**config.mk**
```make
export PLATFORM = sky130hd
export DESIGN_NAME = i_ram_loader_flat
export DESIGN_NICKNAME = d
export VERILOG_FILES = /design/src/rtl/i_ram_loader_if.sv /design/src/rtl/i_ram_loader.sv /design/src/flat_wrapper.sv
export SDC_FILE = /design/constraint.sdc
export NUM_CORES = 1
export LEC_CHECK = 0
export ABC_CLOCK_PERIOD_IN_PS = 4150
export CORE_UTILIZATION = 57
export DETAILED_ROUTE_END_ITERATION = 8
export PLACE_DENSITY = 0.92
export SLEW_MARGIN = 20
export SYNTH_ARGS = -nofsm -noshare
export SYNTH_HDL_FRONTEND = slang
export SYNTH_SLANG_ARGS = --single-unit
```
**constraint.sdc**
```tcl
create_clock -name clk -period 4.15 [get_ports clk]
set_input_delay 0.415 -clock clk [delete_from_list [all_inputs] [get_ports clk]]
set_output_delay 0.415 -clock clk [all_outputs]
set_load 0.1 [all_outputs]
```
**src/rtl/i_ram_loader_if.sv**
```systemverilog
// Byte-stream input and instruction-RAM write port of the boot loader.
// master = loader side, slave = UART receiver / RAM side.
interface i_ram_loader_if #(
    parameter int addr_width = 12,
    parameter int data_width = 16
);
    logic [7:0]            rx_data;
    logic                  rx_valid;
    logic                  rx_ready;
    logic [addr_width-1:0] ram_w_addr;
    logic [data_width-1:0] ram_din;
    logic                  ram_w_en;

    modport master (
        input  rx_data, rx_valid,
        output rx_ready, ram_w_addr, ram_din, ram_w_en
    );

    modport slave (
        output rx_data, rx_valid,
        input  rx_ready, ram_w_addr, ram_din, ram_w_en
    );
endinterface

```
**src/rtl/i_ram_loader.sv**
```systemverilog
// Boot loader: parses A5/len/words/checksum frames into sequential I-RAM writes, one write 1 cycle after each low byte.
// Accepts a byte every cycle once out of reset (rx_ready never drops); a stalled frame errors out after `timeout` idle cycles.
module i_ram_loader #(
    parameter int addr_width = 12,
    parameter int data_width = 16,
    parameter int timeout    = 1000000
) (
    input  logic                clk,
    input  logic                rst,
    i_ram_loader_if.master      bus,
    output logic                cpu_hold,
    output logic                done,
    output logic                err,
    output logic [addr_width:0] words_written
);

    localparam int          tmr_w   = $clog2(timeout + 1);
    localparam logic [16:0] max_len = 17'(64'd1 << addr_width);

    typedef enum logic [2:0] {
        IDLE, LEN_HI, LEN_LO, DAT_HI, DAT_LO, CHK, DONE_ST, ERR
    } state_t;

    state_t                state_q, state_d;
    logic                  rdy_q, rdy_d;
    logic [15:0]           len_q, len_d;
    logic [7:0]            hi_q, hi_d;
    logic [7:0]            sum_q, sum_d;
    logic [tmr_w-1:0]      tmr_q, tmr_d;
    logic                  wen_q, wen_d;
    logic [addr_width-1:0] waddr_q, waddr_d;
    logic [data_width-1:0] din_q, din_d;
    logic [addr_width:0]   ww_q, ww_d;
    logic                  err_q, err_d;

    logic                  acc;
    logic                  in_frame;
    logic                  timed_out;
    logic [15:0]           n_len;
    logic [addr_width:0]   ww_inc;

    always_comb begin
        state_d   = state_q;
        rdy_d     = 1'b1;
        len_d     = len_q;
        hi_d      = hi_q;
        sum_d     = sum_q;
        wen_d     = 1'b0;
        waddr_d   = waddr_q;
        din_d     = din_q;
        ww_d      = ww_q;
        err_d     = err_q;

        acc       = bus.rx_valid && rdy_q;
        in_frame  = (state_q == LEN_HI) || (state_q == LEN_LO) || (state_q == DAT_HI) ||
                    (state_q == DAT_LO) || (state_q == CHK);
        timed_out = in_frame && !acc && (tmr_q == tmr_w'(timeout - 1));
        tmr_d     = (acc || !in_frame) ? '0 : tmr_q + tmr_w'(1);
        n_len     = {len_q[15:8], bus.rx_data};
        ww_inc    = ww_q + 1'b1;

        case (state_q)
            // DONE_ST and ERR last one cycle; a byte landing there is parsed as if idle so none is lost.
            IDLE, DONE_ST, ERR: begin
                state_d = IDLE;
                if (acc && bus.rx_data == 8'hA5) begin
                    state_d = LEN_HI;
                    err_d   = 1'b0;
                    ww_d    = '0;
                    sum_d   = '0;
                end
            end
            LEN_HI: begin
                if (acc) begin
                    len_d[15:8] = bus.rx_data;
                    state_d     = LEN_LO;
                end
            end
            LEN_LO: begin
                if (acc) begin
                    len_d = n_len;
                    if ({1'b0, n_len} > max_len) begin
                        state_d = ERR;
                        err_d   = 1'b1;
                    end else if (n_len == 16'd0) begin
                        state_d = CHK;
                    end else begin
                        state_d = DAT_HI;
                    end
                end
            end
            DAT_HI: begin
                if (acc) begin
                    hi_d    = bus.rx_data;
                    sum_d   = sum_q + bus.rx_data;
                    state_d = DAT_LO;
                end
            end
            DAT_LO: begin
                if (acc) begin
                    sum_d   = sum_q + bus.rx_data;
                    wen_d   = 1'b1;
                    din_d   = {hi_q, bus.rx_data};
                    waddr_d = ww_q[addr_width-1:0];
                    ww_d    = ww_inc;
                    state_d = (32'(ww_inc) == 32'(len_q)) ? CHK : DAT_HI;
                end
            end
            CHK: begin
                if (acc) begin
                    if (bus.rx_data == sum_q) begin
                        state_d = DONE_ST;
                    end else begin
                        state_d = ERR;
                        err_d   = 1'b1;
                    end
                end
            end
            default: state_d = IDLE;
        endcase

        if (timed_out) begin
            state_d = ERR;
            err_d   = 1'b1;
        end
    end

    always_ff @(posedge clk or posedge rst) begin
        if (rst) begin
            state_q <= IDLE;
            rdy_q   <= 1'b0;
            len_q   <= '0;
            hi_q    <= '0;
            sum_q   <= '0;
            tmr_q   <= '0;
            wen_q   <= 1'b0;
            waddr_q <= '0;
            din_q   <= '0;
            ww_q    <= '0;
            err_q   <= 1'b0;
        end else begin
            state_q <= state_d;
            rdy_q   <= rdy_d;
            len_q   <= len_d;
            hi_q    <= hi_d;
            sum_q   <= sum_d;
            tmr_q   <= tmr_d;
            wen_q   <= wen_d;
            waddr_q <= waddr_d;
            din_q   <= din_d;
            ww_q    <= ww_d;
            err_q   <= err_d;
        end
    end

    assign bus.rx_ready   = rdy_q;
    assign bus.ram_w_en   = wen_q;
    assign bus.ram_w_addr = waddr_q;
    assign bus.ram_din    = din_q;
    assign cpu_hold       = in_frame;
    assign done           = (state_q == DONE_ST);
    assign err            = err_q;
    assign words_written  = ww_q;

endmodule

```
**src/flat_wrapper.sv**
```systemverilog
// flat-port wrapper written by rule: the top's interface ports become plain ports
module i_ram_loader_flat 
#(
    parameter int addr_width = 12,
    parameter int data_width = 16,
    parameter int timeout    = 1000000
)
  (clk, rst, cpu_hold, done, err, words_written, bus_rx_data, bus_rx_valid, bus_rx_ready, bus_ram_w_addr, bus_ram_din, bus_ram_w_en);
  i_ram_loader_if #(.addr_width(addr_width), .data_width(data_width)) bus_i ();
  input  logic clk;
  input  logic rst;
  output logic cpu_hold;
  output logic done;
  output logic err;
  output logic [addr_width:0] words_written;
  input wire logic [$bits(bus_i.rx_data)-1:0] bus_rx_data;
  input wire logic [$bits(bus_i.rx_valid)-1:0] bus_rx_valid;
  output wire logic [$bits(bus_i.rx_ready)-1:0] bus_rx_ready;
  output wire logic [$bits(bus_i.ram_w_addr)-1:0] bus_ram_w_addr;
  output wire logic [$bits(bus_i.ram_din)-1:0] bus_ram_din;
  output wire logic [$bits(bus_i.ram_w_en)-1:0] bus_ram_w_en;
  assign bus_i.rx_data = bus_rx_data;
  assign bus_i.rx_valid = bus_rx_valid;
  assign bus_rx_ready = bus_i.rx_ready;
  assign bus_ram_w_addr = bus_i.ram_w_addr;
  assign bus_ram_din = bus_i.ram_din;
  assign bus_ram_w_en = bus_i.ram_w_en;
  i_ram_loader #(.addr_width(addr_width), .data_width(data_width), .timeout(timeout)) u_core (.clk(clk), .rst(rst), .bus(bus_i), .cpu_hold(cpu_hold), .done(done), .err(err), .words_written(words_written));
endmodule
```
* Word-level counts from Yosys, hierarchy flattened
Index checks and enable logic that the tools add are counted.
** Storage, ports and cells
- Bits in registers :: 99
- Bits of input ports :: 11
- Output and inout bits :: 46
- Logic and storage cells :: 95
** Operators by class
- Add/sub/neg operators :: 3
- Order comparisons :: 1
- Equality and inequality tests :: 22
- Mux-type cells :: 30
- Bitwise gates (word level) :: 1
- Reductions and logical operators :: 26
** Operators by type and width (number)
- $pmux 8 s2 :: 2
- $mux 3 :: 9
- $mux 13 :: 2
- $pmux 13 s2 :: 1
- $mux 8 :: 3
- $add 20x1->20 const B :: 1
- $eq 20x20->1 const B :: 1
- $mux 20 :: 1
- $ne 3x1->1 const B :: 6
- $pmux 3 s6 :: 1
- $eq 13x16->1 :: 1
- $gt 16x13->1 const B :: 1
- $logic_not 16->1 :: 1
- $add 13x1->13 const B :: 1
- $eq 3x3->1 const B :: 4
- $mux 1 :: 10
- $reduce_and 3->1 :: 3
- $add 8x8->8 :: 1
- $eq 8x8->1 :: 1
- $eq 8x8->1 const B :: 1
- $eq 3x2->1 const B :: 2
- $ne 2x1->1 const B :: 3
- $ne 3x2->1 const B :: 2
- $reduce_and 2->1 :: 3
- 13 further kinds :: 22

* Depth between registers and ports, before layout
Gate-level depths: netlist of the first run.
- Depth after elaboration :: 9
- Depth in mapped cells :: 8
- Mapped depth without buffers :: 7

* Worst setup path before layout of the first run
OpenSTA, ideal clock, no wires.
- Kind :: reg-to-reg
- Start point :: reg u_core.ww_q[1], in the netlist u_core.words_written[1]
- End point :: reg u_core.state_q[1]
- Setup time :: 0.136 ns
- Arrival :: 2.596 ns
- Required time :: 4.014 ns
- Slack :: 1.418 ns
- Stages on the path, launching flop included :: 9
- Path buffers :: 1
- Period minus slack after synthesis :: 2.732 ns
- Cell sequence :: dfrtp_1 -> ha_1 -> buf_2 -> nand3_2 -> nor3_1 -> xnor2_1 -> o211ai_1 -> nor4_1 -> o21ai_0
** On the way
- Cells in the longest elaborated chain, start to end :: 6
** Ends and longest elaborated chain
- start: declaration :: line i_ram_loader.sv:33 : logic [addr_width:0] ww_q, ww_d;
- start signal: assignment :: line i_ram_loader.sv:151 : ww_q <= ww_d;
- $add 13x1->13 :: line i_ram_loader.sv:60 : ww_inc = ww_q + 1'b1;
- $eq 13x16->1 :: line i_ram_loader.sv:106 : state_d = (32'(ww_inc) == 32'(len_q)) ? CHK : DAT_HI;
- $mux 3 :: line i_ram_loader.sv:106
- $mux 3 :: line i_ram_loader.sv:100 : if (acc) begin
- $pmux 3 s6 :: line i_ram_loader.sv:62 : case (state_q)
- $mux 3 :: line i_ram_loader.sv:122 : if (timed_out) begin
- end signal: assignment :: line i_ram_loader.sv:142 : state_q <= state_d;
- end: declaration :: line i_ram_loader.sv:24 : state_t state_q, state_d;
Every way passes these cells. The select of a mux whose other input is x is not followed.
A chain may end at the register's enable or synchronous reset.

* Final worst setup path of the first run
- Start point :: reg u_core.state_q[0]
- End point :: out cpu_hold
** On the way
- Cells in the longest elaborated chain, start to end :: 5
- Elaborated cells on any way between the ends :: 9
- Classes of those cells :: eq/ne: 5; reduce/logical: 4
** Ends and longest elaborated chain
- $eq 3x1->1 or $eq 3x2->1 (tied branches) :: line i_ram_loader.sv:55 : in_frame = (state_q == LEN_HI) || (state_q == LEN_LO) || (state_q == DAT_HI) ||
- $logic_or 1x1->1 (3 in series) :: line i_ram_loader.sv:55
- $logic_or 1x1->1 (*) :: line i_ram_loader.sv:56 : (state_q == DAT_LO) || (state_q == CHK);
- end: declaration :: line flat_wrapper.sv:12 : output logic cpu_hold;
Every way passes the cells marked *; elsewhere a longest branch is shown, timed or not.

==> impl_results.md, run 1 <==
- Outcome: finished, final reports clean
- WP data arrival: 2.64 ns
- DR WL/cell: 16.3 um
- GRT Residual Overflow: 0
- Slew margin rel.: 28.5%
- Reg area: 2480 sq um
- Final Hold Viols: 0
- Number of flops mapped to enable cells by yosys: 0
- CTS tree: done
- P&R area growth vs syn: 16.0%
- Yosys top cell area share: 48.4%
- Row cnt: 34
- R2r worst-path depth: 7
- RSZ-0062 raised after global routing: false
- Routed Antenna Nets: 0
- Most numerous cell in the Yosys netlist: nand2_1
- CTS Sinks: 99
- Fill cell count: 646
- Clk slew on worst S/H paths: 0.11 ns
- R2R Path Start: u_core.words_written[0]
- Synth top area cells: dfrtp_1 48%, nand2_1 9.2%, mux2_2 5.3%, xor2_1 3.8%, xnor2_1 3.6%
- Peak VDD IR: 0.000623 V
- Final setup vio count: 0
- Post-CTS Setup Repair Bufs: 0
- Die Wd: 96.8 um
- Drt pass-1 iters: 7
- Syn_nets: 547
- DRC Markers: 0
- Initial Util: 58.7%
- Final Cycle Share: 73.7%
- Hold-fix buffers at CTS: 0
- Worst Hold Class: reg2reg
- Cell count after synthesis: 526
- Antenna violations before repair: 0
- Share of cells above drive strength 1: 10.6%
- Post-synth top cells: 125 x nand2_1, 99 x dfrtp_1, 40 x nor2_1
- Flop2flop setup slack: 1.65 ns
- Ys flop type: dfrtp_1
- CP Launch Type: register
- Vias in the first global route: 3,862
- Final instance area: 5940 sq um
- CTS HTree Levels: 3
- Final TNS setup: 0 ns
- IO Pins: 57
- Clk_lat worst skew: 0.38 ns
- Synthesized area: 5120 sq um
- Setup CP Type: reg2out
- Iter 0 DRT Violations: 397
- Yosys reg bits: 99
- Via Count: 4,002
- Clock Path Buffers: 2
- Synth Warn #: 0
- Die area: 9360 sq um
- Synth Area per Inst: 9.73 sq um
- # diodes: 0
- PostCTS Resize Cnt: 0
- Area leader, netlist: dfrtp_1
- Final Slew Violations: 0
- Unique masters post-synth: 61
- Max capacitance violation total: 0
- TritonCTS Buffers: 9
- Worst R2R End: u_core.state_q[1]
- CTS root buffer: clkbuf_8
- Vias per inst: 5.83
- Gr usage total: 24.8%
- Multi-input gate area: 2490 sq um
- Largest net degree at the start of global routing: 87
- Gpl congestion: 0.887
- Required time worst endpoint: 3.73 ns
- Register area share after synthesis: 48.4%
- Global-route wire length before repair: 18.8 mm
- Post-DP Area: 5720 sq um
- Die span in y: 96.8 um
- Worst setup path start: u_core.state_q[0]
- Crit path capture type: output port
- Ys async rst share: 100%
- Port bufs: 56
- Fin crit period: 3.06 ns
- Core region area: 8720 sq um
- Nets: 594
- CP max FO: 18
- Skew final: 0.0119 ns
- Final WL: 11.2 mm
- Post-DP HPWL: 7.67 mm
- Cell Pwr Density: 661 nW/um^2
- Worst Setup EP: cpu_hold
- Worst-Margin Slew: 1.04 ns
- Leakage: 2.62 nW
- Fmax: 327 MHz
[through the flow]
stage | util (%) | std cells | worst slack (ns) | hold slack (ns) | total power (W)
detailed placement | 65.6 | 670 | 1.32 | 0.460 | 0.00327
floorplan | - | 526 | 1.14 | 0.433 | 0.00286
global placement | 65.6 | 670 | 1.45 | 0.446 | 0.00320
finish | 68.1 | 686 | 1.09 | 0.487 | 0.00393
CTS | 68.0 | 686 | 1.13 | 0.485 | 0.00392
global route | 68.1 | 686 | 0.990 | 0.508 | 0.00412
[worst max-delay path, stage by stage (launching register included)]
cell and delay (ns):
dfrtp_1 0.71, nor3_2 0.12, a21oi_4 0.25, clkdlybuf4s50_1 1.19
[flip-flops by register name (all words and copies together) (netlist names)]
name,count
u_core.bus.ram_w_en,1
u_core.state_q,3
u_core.words_written,13
u_core.err,1
u_core.bus.ram_w_addr,12
u_core.len_q,16
u_core.tmr_q,20
u_core.bus.ram_din,16
u_core.bus.rx_ready,1
u_core.sum_q,8
u_core.hi_q,8
[where the power goes]
part           leakage [nW]  internal, W  switching (W)
Clock                 0.107     0.000247       0.000400
Sequential             1.31      0.00122       0.000264
Combinational          1.20     0.000582        0.00121
Total                  2.62      0.00205        0.00188
[cell usage in the layout, fill, tap and decap left out, drive strengths merged, types with 4 or more instances in the layout]
cell type,n
a21o,5
buf,4
dfrtp,99
clkinv,4
nand3,21
nor3,13
mux2,25
nor4,7
nor2,40
xor2,22
a22o,4
nor3b,6
xnor2,21
nand2,125
and3,4
a21oi,13
nand4,7
clkdlybuf4s50,56
and2,4
inv,8
nor2b,5
clkbuf,9
o21ai,33
ha,9
[per-layer routing]
layer | track usage [%] | wire length [um]
met1 | 33.2 | 4870
met2 | 39.9 | 5400
met3 | 5.35 | 624
met4 | 8.96 | 264
met5 | 0 | 0
[kinds of logic after synthesis]
| kind of cell | count (synthesis) | synth area share (%) |
|---|---|---|
| and+or+nand+nor | 248 | 24.0 |
| DFF | 99 | 48.4 |
| AOI/OAI and AO/OA | 69 | 8.56 |
| xor gates and xnor gates | 44 | 7.80 |
| buffers and inverters | 29 | 2.88 |
| muxes | 26 | 5.70 |
| adders and majority gates | 10 | 2.59 |
| other | 1 | 0.0733 |
[worst min-delay path by stage]
stage                             startpoint                        to  slack (ns)  depth (start not counted)
finish                        u_core.hi_q[0]     u_core.bus.ram_din[8]        0.49                          2
floorplan                     u_core.hi_q[2]    u_core.bus.ram_din[10]        0.43                          2
CTS                           u_core.hi_q[0]     u_core.bus.ram_din[8]        0.48                          2
global route        u_core.bus.ram_w_addr[7]  u_core.bus.ram_w_addr[7]        0.51                          2
detailed placement            u_core.hi_q[0]     u_core.bus.ram_din[8]        0.46                          2
global placement              u_core.hi_q[5]    u_core.bus.ram_din[13]        0.45                          2
[layout make-up]
cell class,count,area share (%)
multi-input combinational,398,42.0
sequential,99,41.7
timing repair buffer,60,9.95
tap,108,2.28
clock buffer,9,2.09
clock inverter,7,1.58
inverter,5,0.400
(Power assumes the default switching activity.)
==> inputs of run 2 (changes only) <==
- ABC_CLOCK_PERIOD_IN_PS: 4150 -> 3100
- clock period: 4.15 -> 3.1 ns (I/O delays scaled with it)
==> run 2 against run 1 <==
Compared with the run above: critical path depth increased by 4; worst setup slack worse by 0.57 ns; clock-buffer cell count is the same; via count increased by 2.1%; sequential power grew 34%; hold slack worse by 0.11 ns; global-route usage up 1.3 points; core utilization fell by 0.40 points; register-to-register slack lost 1.1 ns; non-clock buffer count rose by 3; flip-flop and latch count stayed put; wire length up 4.2%; critical path type is now reg2reg; critical endpoint is now u_core.state_q[1].
==> impl_results.md, run 2 (synthesis results as in run 1) <==
- TritonCTS Buffers: 9
- GRT Residual Overflow: 0
- Switching share of total power: 47.8%
- Sw Pwr: 0.00250 W
- Row cnt: 34
- CTS tree: done
- DR WL/cell: 16.9 um
- Core region area: 8720 sq um
- Final Hold Viols: 0
- Post-CTS Setup Repair Bufs: 0
- DRC Markers: 0
- # diodes: 0
- Clock power frac: 16.0%
- Fin crit period: 2.58 ns
- Clock Path Buffers: 2
- Most frequent cells in the layout: 125 x nand2_1, 99 x dfrtp_1, 40 x nor2_1, 40 x clkdlybuf4s50_1, 32 x o21ai_0
- Initial Util: 58.7%
- Dpl cells: 673
- CP max FO: 10
- Routed Antenna Nets: 0
- Setup CP Type: reg2reg
- Most common cell after layout, fill and taps aside: nand2_1
- Leakage: 2.65 nW
- Max capacitance violation total: 0
- IO Pins: 57
- Drt pass-1 iters: 5
- Vias in the first global route: 4,084
- Gpl congestion: 0.941
- Outcome: finished, final reports clean
- Share of cells above drive strength 1: 13.8%
- Worst Hold Class: in2async
- Cell Pwr Density: 885 nW/um^2
- Die Wd: 96.8 um
- Gr usage total: 26.0%
- RSZ-0062 raised after global routing: false
- Post-route insts no fill: 689
- CTS HTree Levels: 3
- Fmax: 387 MHz
- Top reg by flops: u_core.tmr_q
- Logic gate share of total power: 45.9%
- Final TNS setup: 0 ns
- Post-DP HPWL: 7.96 mm
- Hold-fix buffers at CTS: 0
- Vias per inst: 5.93
- Final Slew Violations: 0
- Slew margin rel.: 30.9%
- WP data arrival: 2.84 ns
- Largest net degree at the start of global routing: 56
- Final setup vio count: 0
- Dpl ws: 0.395 ns
- Util after Layout: 67.7%
- Worst-Margin Slew: 1.04 ns
- Iter 0 DRT Violations: 337
- Clk slew on worst S/H paths: 0.10 ns
- Final Cycle Share: 83.3%
- Via Count: 4,086
- Antenna violations before repair: 0
- Crit path capture type: register
- Nets: 597
- P&R area growth vs syn: 15.3%
- Clk_lat worst skew: 0.38 ns
- Number of flip-flops in the largest register: 20
- Final WL: 11.6 mm
- Worst setup margin: 0.516 ns
- Sequential Power Share: 38.1%
- CTS root buffer: clkbuf_8
- PostCTS Resize Cnt: 0
- Die area: 9360 sq um
- CTS Sinks: 99
- Final hold slack: 0.380 ns
- Die span in y: 96.8 um
- CP Launch Type: register
- Skew final: 0.00802 ns
- Required time worst endpoint: 3.35 ns
- Port bufs: 56
- Peak VDD IR: 0.000854 V
- Global-route wire length before repair: 19.7 mm
- Cell Int Power: 0.00273 W
-- run 2: changes by cell type in the layout (fill, tap and decap cells not counted), sizes merged --
cell,before,now
clkinvlp,0,2
clkdlybuf4s50,56,40
clkinv,4,2
buf,4,23
-- run 2: area by class of cell --
class                      instances  area [sq um]
tap                              108           135
fill                             639          2820
multi-input combinational        398          2490
inverter                           5          21.3
sequential                        99          2480
clock inverter                     7          78.8
clock buffer                       9           124
timing repair buffer              63           573
-- run 2: worst paths after layout --
check | start | end | depth (start not counted) | slack (ns)
min in group clk | u_core.hi_q[4] | u_core.bus.ram_din[12] | 2 | 0.48
hold reg to reg | u_core.hi_q[4] | u_core.bus.ram_din[12] | 2 | 0.48
setup reg to reg | u_core.words_written[0] | u_core.state_q[1] | 7 | 0.52
hold / removal | rst | u_core.bus.ram_w_addr[5] | 2 | 0.38
max in group asynchronous | rst | u_core.sum_q[6] | 3 | 2.03
setup / recovery | u_core.words_written[0] | u_core.state_q[1] | 7 | 0.52
-- run 2: critical path: stages, from the launching register on --
cell,delay [ns]
dfrtp_1,0.57
ha_1,0.40
nand3_2,0.21
nor3_1,0.41
xnor2_1,0.17
o211ai_1,0.12
nor4_1,0.42
o21ai_0,0.15
-- run 2: per-layer routing --
metal | up-vias | track usage (%) | routed length, um | share of wire, %
li1 | 1889 | - | - | -
met1 | 2011 | 34.4 | 5010 | 43
met2 | 153 | 41.8 | 5710 | 49
met3 | 33 | 4.34 | 590 | 5.1
met4 | 0 | 12.5 | 309 | 2.7
met5 | - | 0 | 0 | 0
-- run 2: per-stage QoR --
step                      instance area [sq um]  total power, W
after floorplan                            5120         0.00383
after global placement                     5700         0.00428
after detailed placement                   5700         0.00438
after CTS                                  5900         0.00521
after global routing                       5900         0.00548
final                                      5900         0.00523
-- run 2: power groups by stage --
stage | Sequential, W | Clock (W) | Combinational (W)
2_1_floorplan | 0.00262 | 0 | 0.00120
3_3_place_gp | 0.00198 | 0 | 0.00230
3_5_place_dp | 0.00200 | 0 | 0.00238
4_1_cts | 0.00198 | 0.000840 | 0.00239
5_1_grt | 0.00203 | 0.000891 | 0.00256
6_report | 0.00199 | 0.000835 | 0.00240
==> inputs of run 3 (changes only) <==
- ABC_CLOCK_PERIOD_IN_PS: 3100 -> 2700
- clock period: 3.1 -> 2.7 ns (I/O delays scaled with it)
==> run 3 against run 2 <==
Compared with the run above: maximum frequency up 5.9%; sequential share of layout area about the same; clock-buffer cell count unchanged; worst setup slack worse by 0.26 ns; largest cell class unchanged; combinational power up 14%; clock power up 28%.
==> impl_results.md, run 3 (synthesis results as in run 1) <==
- Skew final: 0.0164 ns
- Nets: 603
- Worst Setup EP: u_core.state_q[1]
- Post-DP Area: 5680 sq um
- Most common cell after layout, fill and taps aside: nand2_1
- Flop2flop setup slack: 0.26 ns
- Clock Path Buffers: 2
- Clk slew on worst S/H paths: 0.11 ns
- Met1 Use GR: 34.3%
- Top reg by flops: u_core.tmr_q
- Cell Int Power: 0.00322 W
- TritonCTS Buffers: 9
- CTS HTree Levels: 3
- Iter 0 DRT Violations: 224
- Final TNS setup: 0 ns
- Slew margin rel.: 57.4%
- Hold-fix buffers at CTS: 0
- Multi-input gate area: 2490 sq um
- Final Hold Viols: 0
- GRT Residual Overflow: 0
- Port bufs: 56
- RSZ-0062 raised after global routing: false
- # diodes: 0
- CP max FO: 8
- CTS root buffer: clkbuf_8
- Row cnt: 34
- Final Slew Violations: 0
- CTS tree: done
- Crit path capture type: register
- CP Launch Type: register
- Via Count: 4,070
- GR Layer Usage met2: 40.6%
- Die area: 9360 sq um
- Clk_lat worst skew: 0.39 ns
- Final instance area: 5910 sq um
- R2R Path Start: u_core.words_written[1]
- Final setup vio count: 0
- Most frequent cells in the layout: 125 x nand2_1, 98 x dfrtp_1, 58 x buf_4
- Reg area: 2480 sq um
- Post-DP HPWL: 7.67 mm
- Worst R2R End: u_core.state_q[1]
- P&R area growth vs syn: 15.5%
- Drt pass-1 iters: 6
- GR peak layer: met2
- Outcome: finished, final reports clean
- Fmax: 410 MHz
- CTS Sinks: 99
- Setup CP Type: reg2reg
- Switching share of total power: 47.2%
- Post-CTS Setup Repair Bufs: 0
- Routed Antenna Nets: 0
- Required time worst endpoint: 2.96 ns
- Final WL: 11.4 mm
- Logic gate share of total power: 45.0%
- Sw Pwr: 0.00288 W
- Fill cell count: 648
- Max capacitance violation total: 0
- Sequential Power Share: 37.5%
- Peak VDD IR: 0.00110 V
- Antenna violations before repair: 0
- Worst setup path start: u_core.words_written[1]
- Final Cycle Share: 90.3%
- Clock power frac: 17.6%
- Gpl congestion: 0.901
- WP data arrival: 2.70 ns
- DR WL/cell: 16.4 um
- Cell Pwr Density: 1030 nW/um^2
- Initial Util: 58.7%
- Global-route wire length before repair: 19.0 mm
- Fin crit period: 2.44 ns
- Largest net degree at the start of global routing: 100
- Die span in y: 96.8 um
- Vias per inst: 5.86
- Gr usage total: 25.2%
- Leakage: 2.75 nW
- Worst Hold Class: in2async
- Worst-Margin Slew: 0.634 ns
- GR Layer Usage met3: 4.91%
- PostCTS Resize Cnt: 0
- Vias in the first global route: 3,847
- DRC Markers: 0
- Core region area: 8720 sq um
- Number of flip-flops in the largest register: 20
- Share of cells above drive strength 1: 19.9%
- IO Pins: 57
- Die Wd: 96.8 um
- R2r worst-path depth: 7
-- run 3: cell count changes in the layout (fill, tap and decap cells not counted) --
| cell | before | now |
|---|---|---|
| buf_12 | 0 | 1 |
| buf_4 | 23 | 58 |
| bufinv_16 | 0 | 1 |
| clkdlybuf4s50_1 | 40 | 10 |
| clkinvlp_4 | 2 | 1 |
| dfrtp_1 | 99 | 98 |
| dfrtp_2 | 0 | 1 |
| inv_4 | 1 | 0 |
| inv_6 | 1 | 2 |
-- run 3: cell type report --
cell class                 instances  share of cell area [%]
timing repair buffer              69                    9.40
clock inverter                     7                    1.74
inverter                           5                   0.381
tap                              108                    2.29
clock buffer                       9                    2.10
sequential                        99                    41.9
multi-input combinational        398                    42.2
-- run 3: critical path, stage by stage (launching register included) --
cell      delay [ns]
dfrtp_2         0.46
ha_1            0.38
nand3_2         0.22
nor3_1          0.44
xnor2_1         0.17
o211ai_1        0.10
nor4_1          0.39
o21ai_0         0.15
-- run 3: stage by stage --
step                      util, %  std cells  total power, W  setup WS, ns  hold slack (ns)
after detailed placement     65.2        679         0.00503         0.123            0.464
after CTS                    67.8        695         0.00612         0.289            0.403
final                        67.8        695         0.00610         0.261            0.374
after global routing         67.8        695         0.00640        0.0510            0.420
after global placement       65.2        679         0.00492         0.282            0.443
after floorplan                 -        526         0.00439        0.0621            0.375
-- run 3: how the worst min path moves through the flow --
stage,endpoint,cells after the start,slack [ns],from
after floorplan,u_core.bus.ram_din[0],2,0.38,bus_rx_data[0]
after global placement,u_core.bus.ram_din[13],2,0.44,u_core.hi_q[5]
after detailed placement,u_core.bus.ram_w_addr[8],2,0.46,u_core.bus.ram_w_addr[8]
after CTS,u_core.bus.ram_w_addr[3],3,0.40,rst
after global routing,u_core.words_written[3],3,0.42,rst
final,u_core.bus.ram_w_addr[3],3,0.37,rst
-- run 3: per-layer routing --
metal	wire length, um	share of wire [%]
met1	5080	44
met2	5570	49
met3	592	5.2
met4	182	1.6
met5	0	0
-- run 3: power by group through the flow --
stage               logic [W]  clock network, W  registers (W)
finish                0.00274           0.00107        0.00229
global route          0.00293           0.00115        0.00233
CTS                   0.00275           0.00109        0.00227
detailed placement    0.00274                 0        0.00229
global placement      0.00265                 0        0.00227
floorplan             0.00138                 0        0.00301
